<file path="src/rtl/riscv_pkg.sv">
// Shared definitions for the fetch front end: default PC geometry and the
// fetch FSM state encodings.
package riscv_pkg;

  localparam int PC_W_DEF     = 6;
  localparam int RESET_PC_DEF = 0;
  localparam int REDIR_CNT_W  = 8;

  typedef enum logic [1:0] {
    ST_IDLE  = 2'd0,
    ST_FETCH = 2'd1,
    ST_FLUSH = 2'd2,
    ST_HALT  = 2'd3
  } fetch_state_e;

endpackage

</file>
<file path="src/rtl/pc_next_sel.sv">
// Next-PC selection for the fetch controller.
// Priority: redirect target, then sequential increment (wraps modulo 2^PC_W),
// otherwise hold. Halt gating is applied by the caller through the qualifiers.
module pc_next_sel #(
  parameter int PC_W = 6
) (
  input  logic [PC_W-1:0] pc_q,
  input  logic            redirect,
  input  logic [PC_W-1:0] redirect_pc,
  input  logic            incr,
  output logic [PC_W-1:0] pc_next
);

  // Select the PC to load on the next rising edge
  always_comb begin
    pc_next = pc_q;
    if (redirect) begin
      pc_next = redirect_pc;
    end else if (incr) begin
      pc_next = pc_q + PC_W'(1);
    end
  end

endmodule

</file>
<file path="src/rtl/fetch_ctrl.sv">
// Instruction fetch controller with a one-entry fetch slot.
//
// state    | meaning
// ---------+----------------------------------------------------------
// ST_IDLE  | out of reset, no request; moves to FETCH next cycle
// ST_FETCH | requesting while the slot is empty or being consumed
// ST_FLUSH | one dead cycle after a redirect, no request issued
// ST_HALT  | halted, no request, inputs ignored; left only via rst
//
// Optional build macro FETCH_PERF_CNT_EN adds redirect_cnt_o, a saturating
// 8-bit count of accepted redirects.
module fetch_ctrl
  import riscv_pkg::*;
#(
  parameter int PC_W     = PC_W_DEF,
  parameter int RESET_PC = RESET_PC_DEF
) (
  input  logic            clk,
  input  logic            rst,
  input  logic            halt_i,
  input  logic            redirect_valid_i,
  input  logic [PC_W-1:0] redirect_pc_i,
  input  logic            imem_ack_i,
  input  logic            stall_i,
  output logic            imem_req_o,
  output logic [PC_W-1:0] imem_addr_o,
  output logic            fetch_valid_o,
  output logic [PC_W-1:0] fetch_pc_o
`ifdef FETCH_PERF_CNT_EN
  ,
  output logic [REDIR_CNT_W-1:0] redirect_cnt_o
`endif
);

  fetch_state_e    state_q;
  fetch_state_e    state_d;
  logic [PC_W-1:0] pc_q;
  logic [PC_W-1:0] pc_next;
  logic            live;
  logic            halt_take;
  logic            redir_take;
  logic            ack_take;

  // Halt outranks redirect, which outranks a returning ack; HALT ignores all.
  assign live       = (state_q != ST_HALT);
  assign halt_take  = live && halt_i;
  assign redir_take = live && !halt_i && redirect_valid_i;
  assign ack_take   = imem_req_o && imem_ack_i && !halt_i && !redirect_valid_i;

  assign imem_addr_o = pc_q;

  // State register
  always_ff @(posedge clk or posedge rst) begin
    if (rst) begin
      state_q <= ST_IDLE;
    end else begin
      state_q <= state_d;
    end
  end

  // Next-state decode
  always_comb begin
    state_d = state_q;
    case (state_q)
      ST_IDLE, ST_FETCH, ST_FLUSH: begin
        if (halt_i) begin
          state_d = ST_HALT;
        end else if (redirect_valid_i) begin
          state_d = ST_FLUSH;
        end else begin
          state_d = ST_FETCH;
        end
      end
      ST_HALT: state_d = ST_HALT;
      default: state_d = ST_IDLE;
    endcase
  end

  // Request output: only in FETCH, and only when the slot can take a new entry
  always_comb begin
    imem_req_o = 1'b0;
    if (state_q == ST_FETCH) begin
      imem_req_o = !fetch_valid_o || !stall_i;
    end
  end

  pc_next_sel #(
    .PC_W (PC_W)
  ) u_pc_next_sel (
    .pc_q        (pc_q),
    .redirect    (redir_take),
    .redirect_pc (redirect_pc_i),
    .incr        (ack_take),
    .pc_next     (pc_next)
  );

  // Program counter register
  always_ff @(posedge clk or posedge rst) begin
    if (rst) begin
      pc_q <= PC_W'(RESET_PC);
    end else begin
      pc_q <= pc_next;
    end
  end

  // Fetch slot: filled by an accepted ack, drained on consume, killed by halt/redirect
  always_ff @(posedge clk or posedge rst) begin
    if (rst) begin
      fetch_valid_o <= 1'b0;
      fetch_pc_o    <= '0;
    end else if (halt_take || redir_take) begin
      fetch_valid_o <= 1'b0;
    end else if (ack_take) begin
      fetch_valid_o <= 1'b1;
      fetch_pc_o    <= pc_q;
    end else if (fetch_valid_o && !stall_i) begin
      fetch_valid_o <= 1'b0;
    end
  end

`ifdef FETCH_PERF_CNT_EN
  logic [REDIR_CNT_W-1:0] redir_cnt_q;

  // Saturating count of accepted redirects
  always_ff @(posedge clk or posedge rst) begin
    if (rst) begin
      redir_cnt_q <= '0;
    end else if (redir_take && (redir_cnt_q != '1)) begin
      redir_cnt_q <= redir_cnt_q + REDIR_CNT_W'(1);
    end
  end

  assign redirect_cnt_o = redir_cnt_q;
`endif

endmodule

</file>
<file path="config.mk">
export PLATFORM = sky130hd
export DESIGN_NAME = fetch_ctrl
export DESIGN_NICKNAME = d
export VERILOG_FILES = /design/src/rtl/riscv_pkg.sv /design/src/rtl/pc_next_sel.sv /design/src/rtl/fetch_ctrl.sv
export SDC_FILE = /design/constraint.sdc
export NUM_CORES = 1
export LEC_CHECK = 0
export CORE_UTILIZATION = 38
export DETAILED_ROUTE_END_ITERATION = 16
export GPL_ROUTABILITY_DRIVEN = 0
export PLACE_DENSITY = 0.77
export SLEW_MARGIN = 10
export SYNTH_ARGS = -nofsm -noshare
export SYNTH_HDL_FRONTEND = slang
export SYNTH_SLANG_ARGS = --single-unit
</file>
<file path="constraint.sdc">
create_clock -name clk -period 1.4 [get_ports clk]
set_input_delay 0.42 -clock clk [delete_from_list [all_inputs] [get_ports clk]]
set_output_delay 0.42 -clock clk [all_outputs]
set_load 0.05 [all_outputs]
</file>
==> results of run 1 <==
-- worst max path at each step --
stage / cells past startpoint / end / startpoint
final: 3 / imem_req_o / state_q[1]
after global routing: 3 / imem_req_o / state_q[1]
after CTS: 3 / imem_req_o / state_q[1]
after detailed placement: 5 / imem_addr_o[5] / redirect_valid_i
after global placement: 5 / imem_addr_o[3] / redirect_valid_i
after floorplan: 3 / imem_addr_o[5] / imem_addr_o[3]
-- metrics by stage --
stage	utilization [%]	worst slack [ns]	area (sq um)
CTS	73.33	-0.1735	1266
global route	74.20	-0.2365	1281
detailed placement	69.64	-0.5248	1202
global placement	69.64	-0.4873	1202
finish	74.20	-0.1919	1281
floorplan	-	0.002613	716.9
-- timing repair --
| item | in CTS | in global routing |
|---|---|---|
| gates cloned | 0 | 0 |
| setup buffers | 5 | 2 |
| gates resized for setup | 7 | 5 |
| endpoints found under the setup margin | 14 | 11 |
| pin swaps | 9 | 5 |
-- power groups by stage --
stage,Combinational [mW],Sequential (mW),Clock (mW)
5_1_grt,0.0639,0.433,0.278
4_1_cts,0.0580,0.433,0.249
2_1_floorplan,0.0128,0.441,0
3_3_place_gp,0.0579,0.441,0
6_report,0.0585,0.433,0.246
3_5_place_dp,0.0588,0.441,0
-- cell usage in the layout (no fill, tap or decap) --
master	n
nand4_1	2
mux2_4	1
nand4_4	1
and2b_2	1
nand2_1	7
inv_1	1
a32o_1	1
dfrtp_2	5
dfrtp_1	10
nand3_4	1
mux2_2	4
a31oi_1	3
a21oi_1	3
xor2_1	2
nand3b_1	1
dlygate4sd2_1	2
nand2_2	1
clkdlybuf4s50_1	7
ha_1	1
or3_1	3
and2_4	1
nor3b_4	1
clkbuf_4	3
clkdlybuf4s15_1	2
buf_12	14
o21ai_0	3
clkbuf_1	1
nor2_1	7
buf_6	1
o21ai_1	1
buf_4	13
mux2i_1	1
nand3_1	1
-- flip-flops by register name (all words and copies together) (netlist names) --
| signal | count |
|---|---|
| imem_addr_o | 6 |
| state_q | 2 |
| fetch_pc_o | 6 |
| fetch_valid_o | 1 |
-- cells by family (layout without fill, tap and decap cells) --
kind of cell,Yosys count,in the layout,share of synthesized area [%]
AOI/OAI and AO/OA,11,11,9.026
xor gates and xnor gates,2,2,2.478
adders and majority gates,1,1,1.770
buffers and inverters,2,44,1.061
DFF,15,15,53.10
muxes,6,6,9.380
and+or+nand+nor,27,27,23.19
-- cell type report --
| class | instances | area (sq um) |
|---|---|---|
| tap | 25 | 31.28 |
| clock buffer | 4 | 26.28 |
| inverter | 1 | 3.754 |
| multi-input combinational | 47 | 341.6 |
| sequential | 15 | 381.6 |
| timing repair buffer | 39 | 496.7 |
| fill | 122 | 445.4 |
-- cell usage after synthesis (2+ instances only) --
master / count
o21ai_0: 4
mux2_2: 5
nand4_1: 2
a31oi_1: 3
nor2_1: 7
a21oi_1: 3
xor2_1: 2
dfrtp_1: 15
nand2_1: 8
or3_1: 3
-- worst max-delay path, cell delays in order (launching register included) --
cell and delay, ns:
dfrtp_1 0.39, and2b_2 0.23, and2_4 0.15, buf_12 0.13
-- metal layers --
layer	part of all wire, %	GRT usage, %	up-vias	wire length [um]
met2	54	34.20	19	915
met5	0	0	-	0
met4	0.89	5.455	0	15
met3	4.3	6.000	2	73
li1	-	-	319	-
met1	41	24.10	306	686
==> results.tsv, run 1 <==
stage	metric	value	unit
run_status	status	finished, violations left	
run_status	failing checks	negative setup slack	
synth	Yosys top cell by area	dfrtp_1	
grt	initial antenna violation count	0	
synth	main area contributors after synthesis	dfrtp_1 53%, mux2_2 8.0%, nand2_1 4.2%	
synth	syn_nets	77	
floorplan	FP Rows	15	
floorplan	Die ar.	2037	sq um
pwr	register share of total power	58.7	%
synth	syn_area_per_cell	11.05	sq um
floorplan	Initial Util	40.94	%
pwr	Tot Pwr	0.7374	mW
synth	Synth Cell Area	706.9	sq um
sta	Hold Fails Final Rpt	0	
synth	share of the synthesized area in the top cell type	53.10	%
synth	Synth Flop Type	dfrtp_1	
hold_path	Hold Crit Class	input pin to asynchronous set/reset pin	
setup_path	worst r2r dst	imem_addr_o[5]	
sta	Tcrit/Tclk final	113.7	%
grt	largest net degree at the start of global routing	16	
floorplan	die width	45.13	um
synth	register area share after synthesis	53.10	%
layout	layout cells sized above 1	44.34	%
setup_path	Worst Path Required	0.98	ns
sta	final worst slack	-0.1919	ns
synth	async set-or-reset flop fraction in the synthesized netlist	100.0	%
layout	fin nets	120	
setup_path	worst setup path class	flip-flop to output port	
sta	maximum clock rate	628.2	MHz
pwr	Sw Ratio	21.42	%
floorplan	io pins	26	
placed_design	Placed Cells	122	
setup_path	Worst Path Max Fanout	2	
routing	vias per cell	4.931	
synth	number of enable flip-flop cells after synthesis	0	
grt	GRT Total Usage	19.92	%
routing	total number of vias	646	
grt	vias in the first global route	630	
pwr	P_sw	0.1579	mW
sta	setup TNS	-0.2723	ns
sta	pins over their slew limit	0	
routing	First-pass DRT Iterations	4	
clock_network	clk slew on worst S/H paths	0.09	ns
routing	antenna violation net count after detailed routing	0	
placed_design	port bufs	25	
pwr	combinational power share	7.9	%
setup_path	RR Startpoint	state_q[1]	
routing	Iter 0 DRT Violations	8	
clock_network	CTS buffer count	3	
layout	P&R area growth vs syn	81.24	%
layout	final std cells w/o fill	131	
floorplan	core area	1727	sq um
clock_network	H-Tree Depth	1	
sta	Slew @ Worst Pin	0.2341	ns
setup_path	crit path capture type	output port	
clock_network	clock root cell	clkbuf_4	
job	number of max-cap violations	0	
setup_path	arrival time worst endpoint	1.17	ns
routing	wirelength, routed	1690	um
layout	Antenna Cells	0	
pwr	clock share of power	33.4	%
pwr	Pwr per Cell Area	575.5	nW/um^2
grt	gr ovfl total	0	
clock_network	clock sink count	15	
synth	Syn. warnings	0	
clock_network	Hold Buf Count CTS	0	
pwr	IR drop worst, VDD	0.5898	mV
clock_network	CTS tree	done	
sta	hold slack	0.4385	ns
synth	Mapped Cells	64	
pwr	Cell Int Power	0.5794	mW
routing	DRC Markers	0	
setup_path	FF-to-FF setup slack	-0.05	ns
placed_design	post-detailed-placement half-perimeter wirelength	1217	um
grt	first-pass GRT wire length	2801	um
pwr	P_leak	0.5880	nW
sta	Final min period	1.592	ns
sta	Worst slew margin	84.37	%
synth	post-synth cell types	22	
clock_network	Bufs on Longest Clock Path	2	
sta	RSZ-0062 raised after global routing	yes	
routing	wire length per cell	12.90	um
setup_path	startpoint types	flip-flop	
floorplan	die height	45.13	um
sta	Setup Viol. Count Final	4	
clock_network	Worst-Skew Late Latency	0.28	ns
synth	FF+latch count, synth	15	
sta	Setup Skew	0.002066	ns
setup_path	reg2reg path depth	5	
Power figures use the tool's default switching activity.
==> inputs of run 2 (changes only) <==
CORE_UTILIZATION = 50   (was 38)
DONT_BUFFER_PORTS = 1   (was default)
PLACE_DENSITY = 0.72   (was 0.77)
==> run 2 against run 1 <==
  * The flow still finishes with violations (negative setup slack)
  * Sequential power is essentially flat
  * Total power shrank 7.0%
  * Utilization shrank 6.5 points
  * Die area shrank 23%
  * Sequential share of layout area grew 13 points
  * Via count shrank 18%
  * Cell area shrank 31%
  * Non-clock buffer count shrank 27
==> results.tsv, run 2 (synthesized netlist as in run 1, its figures left out) <==
stage	metric	value	unit	change
clock_network	Worst-Skew Late Latency	0.28	ns	about the same
setup_path	arrival time worst endpoint	1.10	ns	was 1.17 ns
routing	DRC Markers	0		unchanged
sta	RSZ-0062 raised after global routing	yes		unchanged
pwr	IR drop worst, VDD	0.4549	mV	was 0.5898 mV
grt	gr ovfl total	0		unchanged
placed_design	port bufs	0		was 25
floorplan	die width	39.60	um	was 45.13 um
grt	GRT Total Usage	19.62	%	was 19.92%
placed_design	Placed Cells	88		was 122
grt	largest net degree at the start of global routing	16		unchanged
clock_network	CTS buffer count	3		unchanged
sta	Setup Skew	0.004934	ns	was 0.002066 ns
routing	wirelength, routed	1357	um	was 1690 um
sta	Slew @ Worst Pin	0.5544	ns	was 0.2341 ns
layout	Post-Layout Inst Area	880.8	sq um	was 1281 sq um
run_status	status	finished, violations left		unchanged
layout	commonest non-fill, non-tap cell in the layout	buf_4		was buf_12
layout	P&R area growth vs syn	24.60	%	was 81.24%
grt	initial antenna violation count	0		unchanged
routing	antenna violation net count after detailed routing	0		unchanged
clock_network	CTS tree	done		unchanged
floorplan	FP Rows	13		was 15
layout	post-layout util	67.69	%	was 74.20%
setup_path	startpoint types	flip-flop		unchanged
job	number of max-cap violations	0		unchanged
sta	maximum clock rate	658.4	MHz	was 628.2 MHz
layout	final std cells w/o fill	94		was 131
pwr	P_leak	0.4462	nW	was 0.5880 nW
pwr	Pwr per Cell Area	778.3	nW/um^2	was 575.5 nW/um^2
sta	final worst slack	-0.1188	ns	was -0.1919 ns
floorplan	core area	1301	sq um	was 1727 sq um
sta	Final min period	1.519	ns	was 1.592 ns
layout	most frequent cells in the layout	12 x buf_4, 11 x dfrtp_1, 7 x nand2_1, 7 x nor2_1, 5 x mux2_4		was 14 x buf_12, 13 x buf_4, 10 x dfrtp_1
layout	fin nets	93		was 120
clock_network	clock sink count	15		unchanged
routing	Iter 0 DRT Violations	4		was 8
sta	pins over their slew limit	0		unchanged
setup_path	worst setup path class	flip-flop to output port		unchanged
hold_path	Hold Crit Class	input pin to asynchronous set/reset pin		unchanged
routing	First-pass DRT Iterations	3		was 4
floorplan	Initial Util	54.33	%	was 40.94%
clock_network	H-Tree Depth	1		unchanged
grt	vias in the first global route	497		was 630
floorplan	io pins	26		unchanged
setup_path	Worst Path Required	0.98	ns	about the same
routing	total number of vias	528		was 646
clock_network	clk slew on worst S/H paths	0.09	ns	about the same
floorplan	die height	39.60	um	was 45.13 um
sta	Tcrit/Tclk final	108.5	%	was 113.7%
setup_path	Worst Path Max Fanout	2		unchanged
floorplan	Die ar.	1568	sq um	was 2037 sq um
sta	Worst slew margin	63.00	%	was 84.37%
layout	Filler cells	102		was 122
clock_network	Hold Buf Count CTS	0		unchanged
layout	Antenna Cells	0		unchanged
routing	wire length per cell	14.44	um	was 12.90 um
run_status	failing checks	negative setup slack		unchanged
setup_path	crit path capture type	output port		unchanged
placed_design	worst slack at placement	-0.03672	ns	was -0.5248 ns
routing	vias per cell	5.617		was 4.931
layout	layout cells sized above 1	37.97	%	was 44.34%
clock_network	Bufs on Longest Clock Path	2		unchanged
placed_design	post-detailed-placement half-perimeter wirelength	995.9	um	was 1217 um
grt	first-pass GRT wire length	1994	um	was 2801 um
sta	Setup Viol. Count Final	2		was 4
sta	Hold Fails Final Rpt	0		unchanged
placed_design	Placed Area	807.0	sq um	was 1202 sq um
clock_network	clock root cell	clkbuf_4		unchanged
run 2: path summary, 6_finish.rpt:
| check | endpoint | from | cells past startpoint | slack, ns |
|---|---|---|---|---|
| min reg2reg | state_q[1] | state_q[0] | 2 | 0.54 |
| min | state_q[1] | rst | 1 | 0.07 |
| max in group asynchronous | imem_addr_o[0] | rst | 1 | 0.93 |
| max | imem_req_o | state_q[1] | 2 | -0.12 |
| min in group clk | state_q[1] | redirect_valid_i | 2 | 0.28 |
| max reg2reg | imem_addr_o[5] | state_q[1] | 5 | -0.01 |
run 2: repair_timing:
item	4_1_cts	5_1_grt
setup buffers	1	1
endpoints found under the setup margin	2	9
pin swaps	3	0
hold endpoints to repair	0	0
resized for setup	2	6
run 2: layout make-up:
| cell class | count | area [sq um] | area share (%) |
|---|---|---|---|
| repair buffers | 12 | 90.09 | 10.23 |
| clock buffers | 4 | 26.28 | 2.983 |
| multi-input cells | 47 | 361.6 | 41.05 |
| inverters | 1 | 3.754 | 0.4261 |
| flip-flops and latches | 15 | 380.4 | 43.18 |
| well taps | 15 | 18.77 | 2.131 |
run 2: worst max-delay path: stages, from the launching register on:
cell	delay (ns)
dfrtp_1	0.38
and2b_2	0.22
and2_4	0.23
run 2: report_power, final:
group          leakage [nW]  internal, mW  switching, mW  total [mW]
Clock                0.0150         0.110          0.127       0.237
Sequential            0.193         0.433              0       0.433
Combinational         0.239       0.00424         0.0112      0.0154
run 2: metal layers:
layer / track usage, % / up-vias / part of all wire [%]
li1: - / 263 / -
met4: 10.34 / 0 / 0.37
met2: 31.97 / 14 / 51
met5: 0 / - / 0
met1: 24.29 / 249 / 44
met3: 3.409 / 2 / 4.9
run 2: per-stage QoR:
stage / hold slack, ns / TNS [ns] / power, mW
CTS: 0.08006 / -0.1282 / 0.6958
global placement: 0.3843 / -0.01045 / 0.4567
finish: 0.06899 / -0.1288 / 0.6855
detailed placement: 0.3838 / -0.1253 / 0.4569
floorplan: 0.3212 / 0 / 0.4542
global route: 0.1101 / -0.3631 / 0.7159
==> inputs of run 3 (changes only) <==
PLACE_DENSITY = 0.69   (was 0.72)
clock period = 1.65 ns   (was 1.4 ns; I/O delays follow)
==> run 3 against run 2 <==
  * Total power down 15%
  * Critical endpoint unchanged
  * Utilization down 5.6 points
  * Count of clock-buffer cells in the layout unchanged
  * Global-route usage down 1.0 points
  * First-iteration DRC count down 75%
  * Critical path type unchanged
  * The run now ends clean
  * Register-to-register slack better by 0.17 ns
  * Cell count down 5.3%
  * Clock power down 14%
  * Setup slack better by 0.14 ns
==> results.tsv, run 3 (synthesized netlist as in run 1, its figures left out) <==
stage	metric	value	unit	change
clock_network	CTS buffer count	3		unchanged
floorplan	die height	39.60	um	unchanged
sta	pins over their slew limit	0		unchanged
setup_path	worst r2r dst	imem_addr_o[5]		unchanged
setup_path	slowest stage cell, crit path	dfrtp_1		unchanged
setup_path	Worst Path Required	1.15	ns	was 0.98 ns
job	number of max-cap violations	0		unchanged
clock_network	Worst-Skew Late Latency	0.28	ns	about the same
layout	commonest non-fill, non-tap cell in the layout	dfrtp_1		was buf_4
routing	wire length per cell	13.18	um	was 14.44 um
sta	Tcrit/Tclk final	98.73	%	
floorplan	core area	1301	sq um	unchanged
routing	DRC Markers	0		unchanged
setup_path	reg2reg path depth	5		unchanged
grt	grt met1 use	23.05	%	was 24.29%
layout	Antenna Cells	0		unchanged
grt	met2 Use GR	29.51	%	was 31.97%
layout	post-layout util	62.12	%	was 67.69%
sta	Setup Viol. Count Final	0		was 2
placed_design	post-detailed-placement half-perimeter wirelength	887.2	um	was 995.9 um
floorplan	die width	39.60	um	unchanged
grt	vias in the first global route	452		was 497
placed_design	port bufs	0		unchanged
hold_path	Hold Crit Class	input pin to asynchronous set/reset pin		unchanged
sta	RSZ-0062 raised after global routing	yes		unchanged
grt	GR Util met3	5.682	%	was 3.409%
pwr	P_leak	0.3884	nW	was 0.4462 nW
sta	final worst slack	0.02097	ns	was -0.1188 ns
run_status	status	finished, final reports clean		was finished, violations left
layout	Multi-input gate area	330.3	sq um	was 361.6 sq um
setup_path	worst setup path class	flip-flop to output port		unchanged
setup_path	RR Startpoint	state_q[1]		unchanged
pwr	P_sw	0.1178	mW	was 0.1382 mW
grt	first-pass GRT wire length	1897	um	was 1994 um
grt	initial antenna violation count	0		unchanged
clock_network	clock sink count	15		unchanged
routing	First-pass DRT Iterations	3		unchanged
layout	fin nets	88		was 93
grt	GRT Total Usage	18.62	%	was 19.62%
routing	Iter 0 DRT Violations	1		was 4
clock_network	CTS tree	done		unchanged
setup_path	largest stage delay on the critical path	0.41	ns	was 0.38 ns
routing	total number of vias	514		was 528
routing	antenna violation net count after detailed routing	0		unchanged
sta	Hold Fails Final Rpt	0		unchanged
floorplan	FP Rows	13		unchanged
sta	Final min period	1.629	ns	
pwr	IR drop worst, VDD	0.4330	mV	was 0.4549 mV
layout	most frequent cells in the layout	14 x dfrtp_1, 7 x nand2_1, 7 x nor2_1, 7 x buf_4, 5 x mux2_2		was 12 x buf_4, 11 x dfrtp_1, 7 x nand2_1, 7 x nor2_1, 5 x mux2_4
sta	hold slack	0.1407	ns	was 0.06899 ns
clock_network	Bufs on Longest Clock Path	2		unchanged
pwr	combinational power share	2.1	%	was 2.3%
placed_design	Placed Area	769.5	sq um	was 807.0 sq um
routing	wirelength, routed	1173	um	was 1357 um
pwr	register share of total power	63.1	%	about the same
setup_path	startpoint types	flip-flop		unchanged
layout	layout cells sized above 1	29.73	%	was 37.97%
floorplan	Initial Util	54.33	%	unchanged
sta	setup TNS	0	ns	was -0.1288 ns
setup_path	Worst Path Max Fanout	4		was 2
sta	Worst slew margin	63.31	%	was 63.00%
grt	largest net degree at the start of global routing	16		unchanged
sta	maximum clock rate	613.9	MHz	
layout	register area	376.6	sq um	was 380.4 sq um
clock_network	Hold Buf Count CTS	0		unchanged
floorplan	Die ar.	1568	sq um	unchanged
setup_path	FF-to-FF setup slack	0.16	ns	was -0.01 ns
layout	Filler cells	122		was 102
grt	gr ovfl total	0		unchanged
clock_network	clk slew on worst S/H paths	0.08	ns	was 0.09 ns
sta	Setup Skew	0.004583	ns	was 0.004934 ns
setup_path	arrival time worst endpoint	1.13	ns	was 1.10 ns
pwr	Cell Int Power	0.4644	mW	was 0.5473 mW
sta	Slew @ Worst Pin	0.5498	ns	was 0.5544 ns
pwr	Sw Ratio	20.24	%	was 20.16%
grt	GRT busiest layer	met2		unchanged
setup_path	crit path capture type	output port		unchanged
layout	P&R area growth vs syn	14.34	%	was 24.60%
pwr	clock share of power	34.8	%	was 34.6%
floorplan	io pins	26		unchanged
placed_design	worst slack at placement	0.1073	ns	was -0.03672 ns
pwr	Pwr per Cell Area	720.3	nW/um^2	was 778.3 nW/um^2
setup_path	crit-path cells	and2b_2 -> and2_4		unchanged
routing	vias per cell	5.775		was 5.617
clock_network	clock root cell	clkbuf_4		unchanged
clock_network	H-Tree Depth	1		unchanged
layout	Post-Layout Inst Area	808.3	sq um	was 880.8 sq um
-- run 3: cell types whose count changed in the layout (fill, tap and decap cells not counted), moves of 3 or more --
| cell | delta |
|---|---|
| buf_4 | -5 |
| dfrtp_1 | +3 |
| dfrtp_2 | -3 |
| mux2_2 | +5 |
| mux2_4 | -5 |
-- run 3: metal layers --
metal	vias to the layer above	share of wire, %
met1	241	44
met5	-	0
met3	4	7.2
li1	252	-
met2	17	47
met4	0	1.2
-- run 3: worst max-delay path, delay by kind of cell, from the launching register on --
kind	cells	cell delay, ns
and+or+nand+nor	2	0.45
DFF	1	0.41
-- run 3: power groups by stage --
stage          registers [mW]  logic, mW  clock network, mW
2_1_floorplan           0.375     0.0108                  0
5_1_grt                 0.367     0.0148              0.232
3_5_place_dp            0.375     0.0133                  0
6_report                0.367     0.0125              0.203
3_3_place_gp            0.375     0.0133                  0
4_1_cts                 0.367     0.0133              0.212
-- run 3: metrics by stage --
step | power (mW) | cells
detailed placement | 0.3878 | 84
floorplan | 0.3854 | 64
finish | 0.5822 | 89
global route | 0.6141 | 89
CTS | 0.5923 | 89
global placement | 0.3879 | 84
-- run 3: final cells by class --
class,count,area share [%]
clock buffer,4,3.251
multi-input combinational,47,40.87
sequential,15,46.59
timing repair buffer,7,6.502
tap,15,2.322
inverter,1,0.4644
-- run 3: timing repair --
item,4_1_cts,5_1_grt
cloned,0,0
endpoints found under the setup margin,1,1
pin swaps,0,1
resized for setup,2,1
endpoints found under the hold margin,0,0
setup buffers,1,0
-- run 3: worst max path at each step --
stage	endpoint	depth (start not counted)	slack, ns	startpoint
5_1_grt	imem_req_o	2	-0.02	state_q[1]
2_1_floorplan	imem_req_o	2	0.12	fetch_valid_o
4_1_cts	imem_req_o	2	0.01	state_q[1]
6_report	imem_req_o	2	0.02	state_q[1]
3_5_place_dp	imem_addr_o[5]	4	0.11	halt_i
3_3_place_gp	imem_addr_o[5]	4	0.14	halt_i
